===== config.mk =====
export PLATFORM = sky130hd
export DESIGN_NAME = inst_fetch_unit
export DESIGN_NICKNAME = d
export VERILOG_FILES = /design/src/rtl/inst_fetch_unit.sv
export SDC_FILE = /design/constraint.sdc
export NUM_CORES = 1
export LEC_CHECK = 0
export BUFFER_PORTS_ARGS = -buffer_cell sky130_fd_sc_hd__buf_2
export CORE_ASPECT_RATIO = 1.5
export CORE_MARGIN = 2
export CORE_UTILIZATION = 60
export DETAILED_ROUTE_END_ITERATION = 8
export PLACE_DENSITY = 0.95
export SETUP_SLACK_MARGIN = 0.02
export SYNTH_ARGS = -nofsm -noshare
export SYNTH_HDL_FRONTEND = slang
export SYNTH_SLANG_ARGS = --single-unit

===== constraint.sdc =====
create_clock -name clk -period 4.5 [get_ports clk]
set_input_delay 0 -clock clk [delete_from_list [all_inputs] [get_ports clk]]
set_output_delay 0 -clock clk [all_outputs]
set_load 0.005 [all_outputs]

===== src/rtl/inst_fetch_unit.sv =====
// inst_fetch_unit: PC owner and instruction fetcher feeding the decoder through a small FIFO.
// Define IF_MISALIGN_FAULT_EN to add the sticky fetch_fault output for misaligned redirects.
module inst_fetch_unit #(
  parameter logic [31:0] RESET_PC  = 32'h0000_0000,
  parameter int          BUF_DEPTH = 2
) (
  input  logic        clk,
  input  logic        rst_n,
  output logic        imem_req,
  output logic [31:0] imem_addr,
  input  logic        imem_gnt,
  input  logic        imem_rvalid,
  input  logic [31:0] imem_rdata,
  input  logic        redirect_valid,
  input  logic [31:0] redirect_pc,
  output logic        out_valid,
  input  logic        out_ready,
  output logic [31:0] out_pc,
  output logic [31:0] out_inst
`ifdef IF_MISALIGN_FAULT_EN
  ,
  output logic        fetch_fault
`endif
);
  localparam int AW = $clog2(BUF_DEPTH);
  localparam int CW = $clog2(BUF_DEPTH + 1);

  typedef enum logic [1:0] {IDLE, REQ, WAIT, DISCARD} state_t;

  state_t          r_state, w_state_next;
  logic [31:0]     r_pc, w_pc_next, r_addr, w_target;
  logic            r_kill;
  logic [31:0]     r_fifo_pc[BUF_DEPTH];
  logic [31:0]     r_fifo_inst[BUF_DEPTH];
  logic [AW-1:0]   r_rptr, r_wptr;
  logic [CW-1:0]   r_count, w_count_next;
  logic            w_push, w_pop, w_credit, w_fault, w_fault_next;

`ifdef IF_MISALIGN_FAULT_EN
  logic r_fault;
  assign w_fault_next = redirect_valid ? (redirect_pc[1:0] != 2'b00) : r_fault;
  assign w_fault      = r_fault;
  assign fetch_fault  = r_fault;
  // sticky misalignment fault, cleared only by an aligned redirect
  always_ff @(posedge clk or negedge rst_n)
    if (!rst_n) r_fault <= 1'b0;
    else        r_fault <= w_fault_next;
`else
  assign w_fault      = 1'b0;
  assign w_fault_next = 1'b0;
`endif

  assign w_target     = redirect_pc & 32'hFFFF_FFFC;
  assign imem_req     = r_state == REQ;
  assign imem_addr    = r_addr;
  assign out_valid    = (r_count != '0) && !w_fault;
  assign out_pc       = r_fifo_pc[r_rptr];
  assign out_inst     = r_fifo_inst[r_rptr];
  assign w_pop        = out_valid && out_ready;
  assign w_push       = (r_state == WAIT) && imem_rvalid && !redirect_valid;
  assign w_count_next = redirect_valid ? '0 : r_count + CW'(w_push) - CW'(w_pop);
  // the single outstanding slot is free whenever a new request is launched
  assign w_credit     = (w_count_next < CW'(BUF_DEPTH)) && !w_fault_next;

  // next state and next PC; a redirect always overrides the PC
  always_comb begin
    w_state_next = r_state;
    w_pc_next    = r_pc;
    case (r_state)
      IDLE:    w_state_next = w_credit ? REQ : IDLE;
      REQ:     if (imem_gnt) begin
                 w_state_next = (redirect_valid || r_kill) ? DISCARD : WAIT;
                 w_pc_next    = (redirect_valid || r_kill) ? r_pc : r_pc + 32'd4;
               end
      WAIT:    w_state_next = imem_rvalid ? ((!redirect_valid && w_credit) ? REQ : IDLE)
                                          : (redirect_valid ? DISCARD : WAIT);
      DISCARD: w_state_next = imem_rvalid ? ((!redirect_valid && w_credit) ? REQ : IDLE) : DISCARD;
      default: w_state_next = IDLE;
    endcase
    if (redirect_valid) w_pc_next = w_target;
  end

  // control registers; the request address is latched only when a new request starts
  always_ff @(posedge clk or negedge rst_n)
    if (!rst_n) begin
      r_state <= IDLE;
      r_pc    <= RESET_PC;
      r_addr  <= '0;
      r_kill  <= 1'b0;
    end else begin
      r_state <= w_state_next;
      r_pc    <= w_pc_next;
      r_kill  <= (r_state == REQ && !imem_gnt) && (r_kill || redirect_valid);
      if (w_state_next == REQ && r_state != REQ) r_addr <= w_pc_next;
    end

  // output FIFO of {pc, inst}; a redirect empties it
  always_ff @(posedge clk or negedge rst_n)
    if (!rst_n) begin
      r_rptr  <= '0;
      r_wptr  <= '0;
      r_count <= '0;
      for (int i = 0; i < BUF_DEPTH; i++) begin
        r_fifo_pc[i]   <= '0;
        r_fifo_inst[i] <= '0;
      end
    end else begin
      r_count <= w_count_next;
      if (redirect_valid) begin
        r_rptr <= '0;
        r_wptr <= '0;
      end else begin
        if (w_pop) r_rptr <= r_rptr + AW'(1);
        if (w_push) begin
          r_fifo_pc[r_wptr]   <= r_addr;
          r_fifo_inst[r_wptr] <= imem_rdata;
          r_wptr              <= r_wptr + AW'(1);
        end
      end
    end

  a_no_push_full: assert property (@(posedge clk) disable iff (!rst_n)
    !(w_push && !w_pop && r_count == CW'(BUF_DEPTH)));
endmodule


### Word level (Yosys, flattened, before mapping)

Index checks and enable logic that the tools add are counted.

| cells by class | value |
|---|---|
| add/sub/neg operators | 5 |
| $mul | 0 |
| div/mod/pow operators | 0 |
| order comparisons | 4 |
| equal/unequal tests | 5 |
| shift operators | 0 |
| mux-type cells | 27 |
| bitwise operators | 3 |
| reductions and logical operators | 16 |

Operators with widths:

| kind | count |
|---|---|
| 2-to-1 mux 32 bit | 11 |
| bitwise mux 64 bit | 2 |
| adder 32 x 3 -> 32 bit, second input constant | 1 |
| demux 32 bit (select 1 bit) | 1 |
| logical AND 1 bit | 8 |
| 2-to-1 mux 1 bit | 8 |
| 2-to-1 mux 2 bit | 4 |
| case mux 2 bit (4 select lines) | 1 |
| nonzero test 2 bit | 3 |
| equality test 2 x 1 -> 1 bit, second input constant | 2 |
| equality test 2 bit, second input constant | 2 |
| greater-or-equal comparator 2 bit, second input constant | 2 |
| inverter 1 -> 2 bit | 2 |
| adder 1 bit, second input constant | 2 |
| adder 2 x 1 -> 2 bit | 1 |
| zero test 1 bit | 2 |
| zero test 2 bit | 1 |
| < comparator 2 x 1 -> 1 bit, second input constant | 1 |
| < comparator 2 bit, second input constant | 1 |
| != test 2 x 1 -> 1 bit, second input constant | 1 |
| AND reduction 2 bit | 1 |
| subtractor 2 x 1 -> 2 bit | 1 |
| logical OR 1 bit | 1 |
| inverter 1 bit | 1 |

| storage, ports and cells | value |
|---|---|
| flip-flop bits (word level) | 199 |
| bits in latches | 0 |
| RAM bits | 0 |
| ROM bits | 0 |
| input bits | 70 |
| output and inout port bits | 98 |
| logic and storage cells | 71 |
| memories kept | 0 |

### Depth between registers and ports, before layout

| logic depth | value |
|---|---|
| word-level depth | 13 |
| depth in mapped cells | 12 |
| mapped depth without buffers | 10 |

### Worst setup path before layout

OpenSTA, ideal clock, no wires.

| timing path | value |
|---|---|
| path kind | register to register |
| start point | reg r_count[1] |
| end point | reg r_addr[12], in the netlist imem_addr[12] |
| library setup time | 0.118 ns |
| arrival | 2.467 ns |
| path slack | 1.914 ns |
| cell stages (with the launch flop) | 11 |
| cells stage by stage | dfrtp_1 > or2_2 > and2_1 > ha_1 > inv_1 > ha_1 > xnor3_1 > o22ai_1 > clkbuf_1 > o21ai_0 > a21o_1 |

| on the way | value |
|---|---|
| cells in the longest elaborated chain, start to end | 11 |
| elaborated cells between the ends (all ways) | 14 |

RTL lines:

| what | RTL line | source |
|---|---|---|
| start: declaration | 36 | `logic [CW-1:0] r_count, w_count_next;` |
| start signal: assignment | 108 | `r_count <= w_count_next;` |
| nonzero test 2 bit * | 56 | `assign out_valid = (r_count != '0) && !w_fault;` |
| net out_valid | 16 | `output logic out_valid,` |
| logical AND 1 bit * | 59 | `assign w_pop = out_valid && out_ready;` |
| subtractor 2 x 1 -> 2 bit * | 61 | `assign w_count_next = redirect_valid ? '0 : r_count + CW'(w_push) - CW'(w_pop);` |
| 2-to-1 mux 2 bit * | 61 |  |
| < comparator 2 bit * | 63 | `assign w_credit = (w_count_next < CW'(BUF_DEPTH)) && !w_fault_next;` |
| logical AND 1 bit | 75, 77 |  |
| 2-to-1 mux 1 bit | 75, 77 |  |
| 2-to-1 mux 2 bit (on tied branches) | 77, 75 |  |
| case mux 2 bit (4 select lines) * | 69 | `case (r_state)` |
| equality test 2 x 1 -> 1 bit * | 94 | `if (w_state_next == REQ && r_state != REQ) r_addr <= w_pc_next;` |
| logical AND 1 bit * | 94 |  |
| end signal: assignment | 94 |  |
| end: declaration | 31 | `logic [31:0] r_pc, w_pc_next, r_addr, w_target;` |

Mark *: on every way through the listed nets, which the timed path passes. The rest lies on a longest branch.
A chain may end at the register's enable or synchronous reset.

### Worst setup path in the final report

| timing path | value |
|---|---|
| start point | reg r_count[1] |
| end point | reg r_addr[21], in the netlist imem_addr[21] |

| on the way | value |
|---|---|
| cells in the longest elaborated chain, start to end | 11 |
| elaborated cells between the ends (all ways) | 14 |

RTL lines:

| what | RTL line |
|---|---|
| parallel branches: the longest is 2 deep, another holds adder 2 x 1 -> 2 bit | -- |
| subtractor 2 x 1 -> 2 bit * | 61 |
| 2-to-1 mux 2 bit * | 61 |
| < comparator 2 bit * | 63 |
| logical AND 1 bit | 75, 77 |
| 2-to-1 mux 1 bit | 75, 77 |
| 2-to-1 mux 2 bit (on tied branches) | 77, 75 |
| case mux 2 bit (4 select lines) * | 69 |
| equality test 2 x 1 -> 1 bit * | 94 |
| logical AND 1 bit * | 94 |

Every way passes the cells marked *.

==> flow_summary.toml <==
[timing]
period_needed_ns = 2.93
worstMarginPinSlew_ns = 0.959
relSlewSlack_pct = 36.1
finClkSkew_ns = 0.00912
fin_ws_ns = 1.57
fmax_mhz = 342
setup_viol = 0
timing.setup.tns_ns = 0
min_period_over_period_pct = 65.0
hold_viol = 0
rsz0062_at_grt = "false"
drv_slew = 0

[critical_path]
crit_path_frequent_cell = "ha_1"
slowest_delay_ns = 0.67
crit_fanout = 17
endpoint_kind = "register"
path_cells = "or2_2 -> and2_1 -> ha_1 -> inv_1 -> ha_1 -> xnor3_1 -> o22ai_1 -> buf_4 -> nor2_1 -> a221o_1"
crit_arrival_ns = 3.29
path_class = "reg -> reg"
crit_path_start_kind = "register"
crit_slowest_cell = "nor2_1"
reg2regPathDepth = 10
critPathRequiredTime_ns = 4.86

[routing]
drc = 0
drt_iter0_drc = 614
dr_total_vias = 6602
firstDrtPassIters = 7
wl_per_cell_um = 20.0
drt-total-wl_mm = 22.4
final_antenna_net_count = 0
vias_per_cell = 5.88

[logic_synthesis]
synth_area_leaders = "dfrtp_1 55%, mux2_2 27%, nand2_1 2.2%, clkbuf_1 1.4%, xnor2_1 1.3%"
synth_cell_types = 48
async_flop_share_pct = 100
syn_nets = 770
synth_most_common_cell = "mux2_2"
ys_warn_count = 0
synth-seq-cells = 199
yosysTopAreaCell = "dfrtp_1"
synth_common_cells = "213 x mux2_2, 199 x dfrtp_1, 54 x nand2_1, 34 x clkbuf_1, 19 x nor2_1"
yosys.area.top_type_share_pct = 55.2
ys.flop_type = "dfrtp_1"
ys_seq_area_share_pct = 55.2
syn_area_per_cell_um2 = 12.9
netlist_instances = 697
synth.cell_area_mm2 = 0.00902
synth_edf_count = 0

[layout]
diodes = 0
area_growth_pct = 25.0
seq_area_mm2 = 0.00498
final_cells = 1123
drive_above_1_share_pct = 46.3
multi_input_area_mm2 = 0.00387
n_fill_cell = 859
fin_nets = 988

[outcome]
outcome = "complete, no violations"

[pwr]
p_int_mw = 4.16
clkPwrFrac_pct = 24.5
peakVddDrop_uv = 326
power.net_switching_mw = 1.94
pwr-share-comb_pct = 31.1
swShare_pct = 31.8
power_density_mw_per_mm2 = 541
p_leak_nw = 5.43
p_seq_share_pct = 44.3

[place]
port-buffer-count = 165
hpwl_mm = 14.0
place.gp.congestion = 0.916
place_inst = 1026
place_ws_ns = 1.66

[grt]
antenna_found_initial = 0
grt_pass1_vias = 7159
grt_first_pass_wirelength_mm = 36.9
grt-ovfl-total = 0
track_usage_pct = 29.0
grt_max_degree = 118

[clock_tree]
cts_made_buffers = 17
clockBufferDepth = 2
cts_max_level = 4
cts_tree = "built"
cts.sinks = 199
cts_resized = 0
clk_latency_ns = 0.42
cts-root-buf = "clkbuf_16"
clk_pin_slew_ns = 0.07

[floorplanning]
die_h_um = 154
die_w_um = 104
start_util_pct = 61.8
dieArea_mm2 = 0.0161
fp-row-count = 54
core_area_mm2 = 0.0146
design.portCount = 168

[run]
cap_viol_max_count = 0

[worst_hold_path]
hold_class = "in -> reg"
hold_depth = 2
flip-flops by register name (all words and copies together) (netlist names):
| name | cells |
|---|---|
| r_rptr | 1 |
| r_kill | 1 |
| r_state | 2 |
| r_pc | 32 |
| r_count | 2 |
| r_fifo_pc | 64 |
| r_fifo_inst | 64 |
| r_wptr | 1 |
| imem_addr | 32 |
cells in the final DEF (no fill, tap or decap), types with 4 or more instances in the layout:
| master | n |
|---|---|
| nor4_1 | 11 |
| o21ai_0 | 16 |
| nand3b_1 | 5 |
| nand4_1 | 14 |
| mux2_2 | 213 |
| and3_1 | 8 |
| nand3_1 | 14 |
| buf_2 | 164 |
| nor2b_1 | 5 |
| nor2_1 | 18 |
| a21o_1 | 4 |
| clkbuf_16 | 17 |
| dfrtp_1 | 198 |
| buf_4 | 9 |
| a21oi_1 | 6 |
| nand2_1 | 54 |
| inv_1 | 4 |
| xor2_1 | 12 |
| xnor2_1 | 13 |
| clkinvlp_4 | 4 |
| dlygate4sd3_1 | 66 |
| o22ai_1 | 4 |
| nor3_1 | 6 |
worst max-delay path: cells and delay by family (launching register included):
family | cells | cell delay [ns]
XOR/XNOR | 1 | 0.25
AND/OR/NAND/NOR | 3 | 1.17
flip-flops | 1 | 0.38
buffers and inverters | 2 | 0.26
adder cells (fa/ha/maj) | 2 | 0.45
AO/OA/AOI/OAI | 2 | 0.35
through the flow:
step	instance area, um^2	hold WS (ns)	power, mW	util (%)
3_3_place_gp	10000	0.191	4.41	68.7
2_1_floorplan	9020	-0.296	3.71	-
3_5_place_dp	10000	0.204	4.53	68.7
6_report	11300	0.0748	6.10	77.2
5_1_grt	11300	0.0653	6.42	77.2
4_1_cts	11300	0.0353	6.08	77.2
cells by family after synthesis:
group	after synthesis	synth area share, %
multiplexers	216	26.9
flip-flops	199	55.2
adder cells (fa/ha/maj)	3	0.416
buffers and inverters	46	2.04
XOR/XNOR	26	2.68
AND/OR/NAND/NOR	157	9.00
AO/OA/AOI/OAI	50	3.73
path summary, 6_finish.rpt:
kind                                                  start                     endpoint  slack [ns]
max in group asynchronous                             rst_n    r_fifo_pc[14]$_DFFE_PN0P_        3.05
worst max register to register         r_count[1]$_DFF_PN0_    imem_addr[21]$_DFFE_PN0P_        1.57
worst min register to register  r_fifo_inst[28]$_DFFE_PN0P_  r_fifo_inst[28]$_DFFE_PN0P_        0.50
worst min-delay path                         redirect_valid           r_pc[17]$_DFF_PN0_        0.07
min in group asynchronous                             rst_n   r_fifo_inst[0]$_DFFE_PN0P_        0.26
worst max-delay path                   r_count[1]$_DFF_PN0_    imem_addr[21]$_DFFE_PN0P_        1.57
area by class of cell:
cell class | instances | area share [%]
Sequential cell | 199 | 44.2
Multi-Input combinational cell | 452 | 34.3
Timing Repair Buffer | 241 | 14.0
Clock buffer | 18 | 3.90
Tap cell | 196 | 2.18
Clock inverter | 13 | 1.25
Inverter | 4 | 0.133
what timing repair did:
action / CTS / global route
endpoints found under the hold margin: 238 / 0
buffers inserted: 0 / 0
hold buffers: 66 / 0
power by group through the flow:
| stage | Sequential (mW) | Combinational [mW] | Clock (mW) |
|---|---|---|---|
| finish | 2.70 | 1.90 | 1.50 |
| global route | 2.77 | 2.06 | 1.59 |
| CTS | 2.68 | 1.88 | 1.52 |
| detailed placement | 2.71 | 1.82 | 0 |
| global placement | 2.67 | 1.75 | 0 |
| floorplan | 2.55 | 1.16 | 0 |
per-layer routing:
metal / global-route usage, % / wire length (um)
met1: 34.0 / 8600
met2: 51.3 / 11800
met3: 5.89 / 1200
met4: 13.3 / 790
met5: 0 / 0
Note: power is estimated with default switching activity, not from simulation.
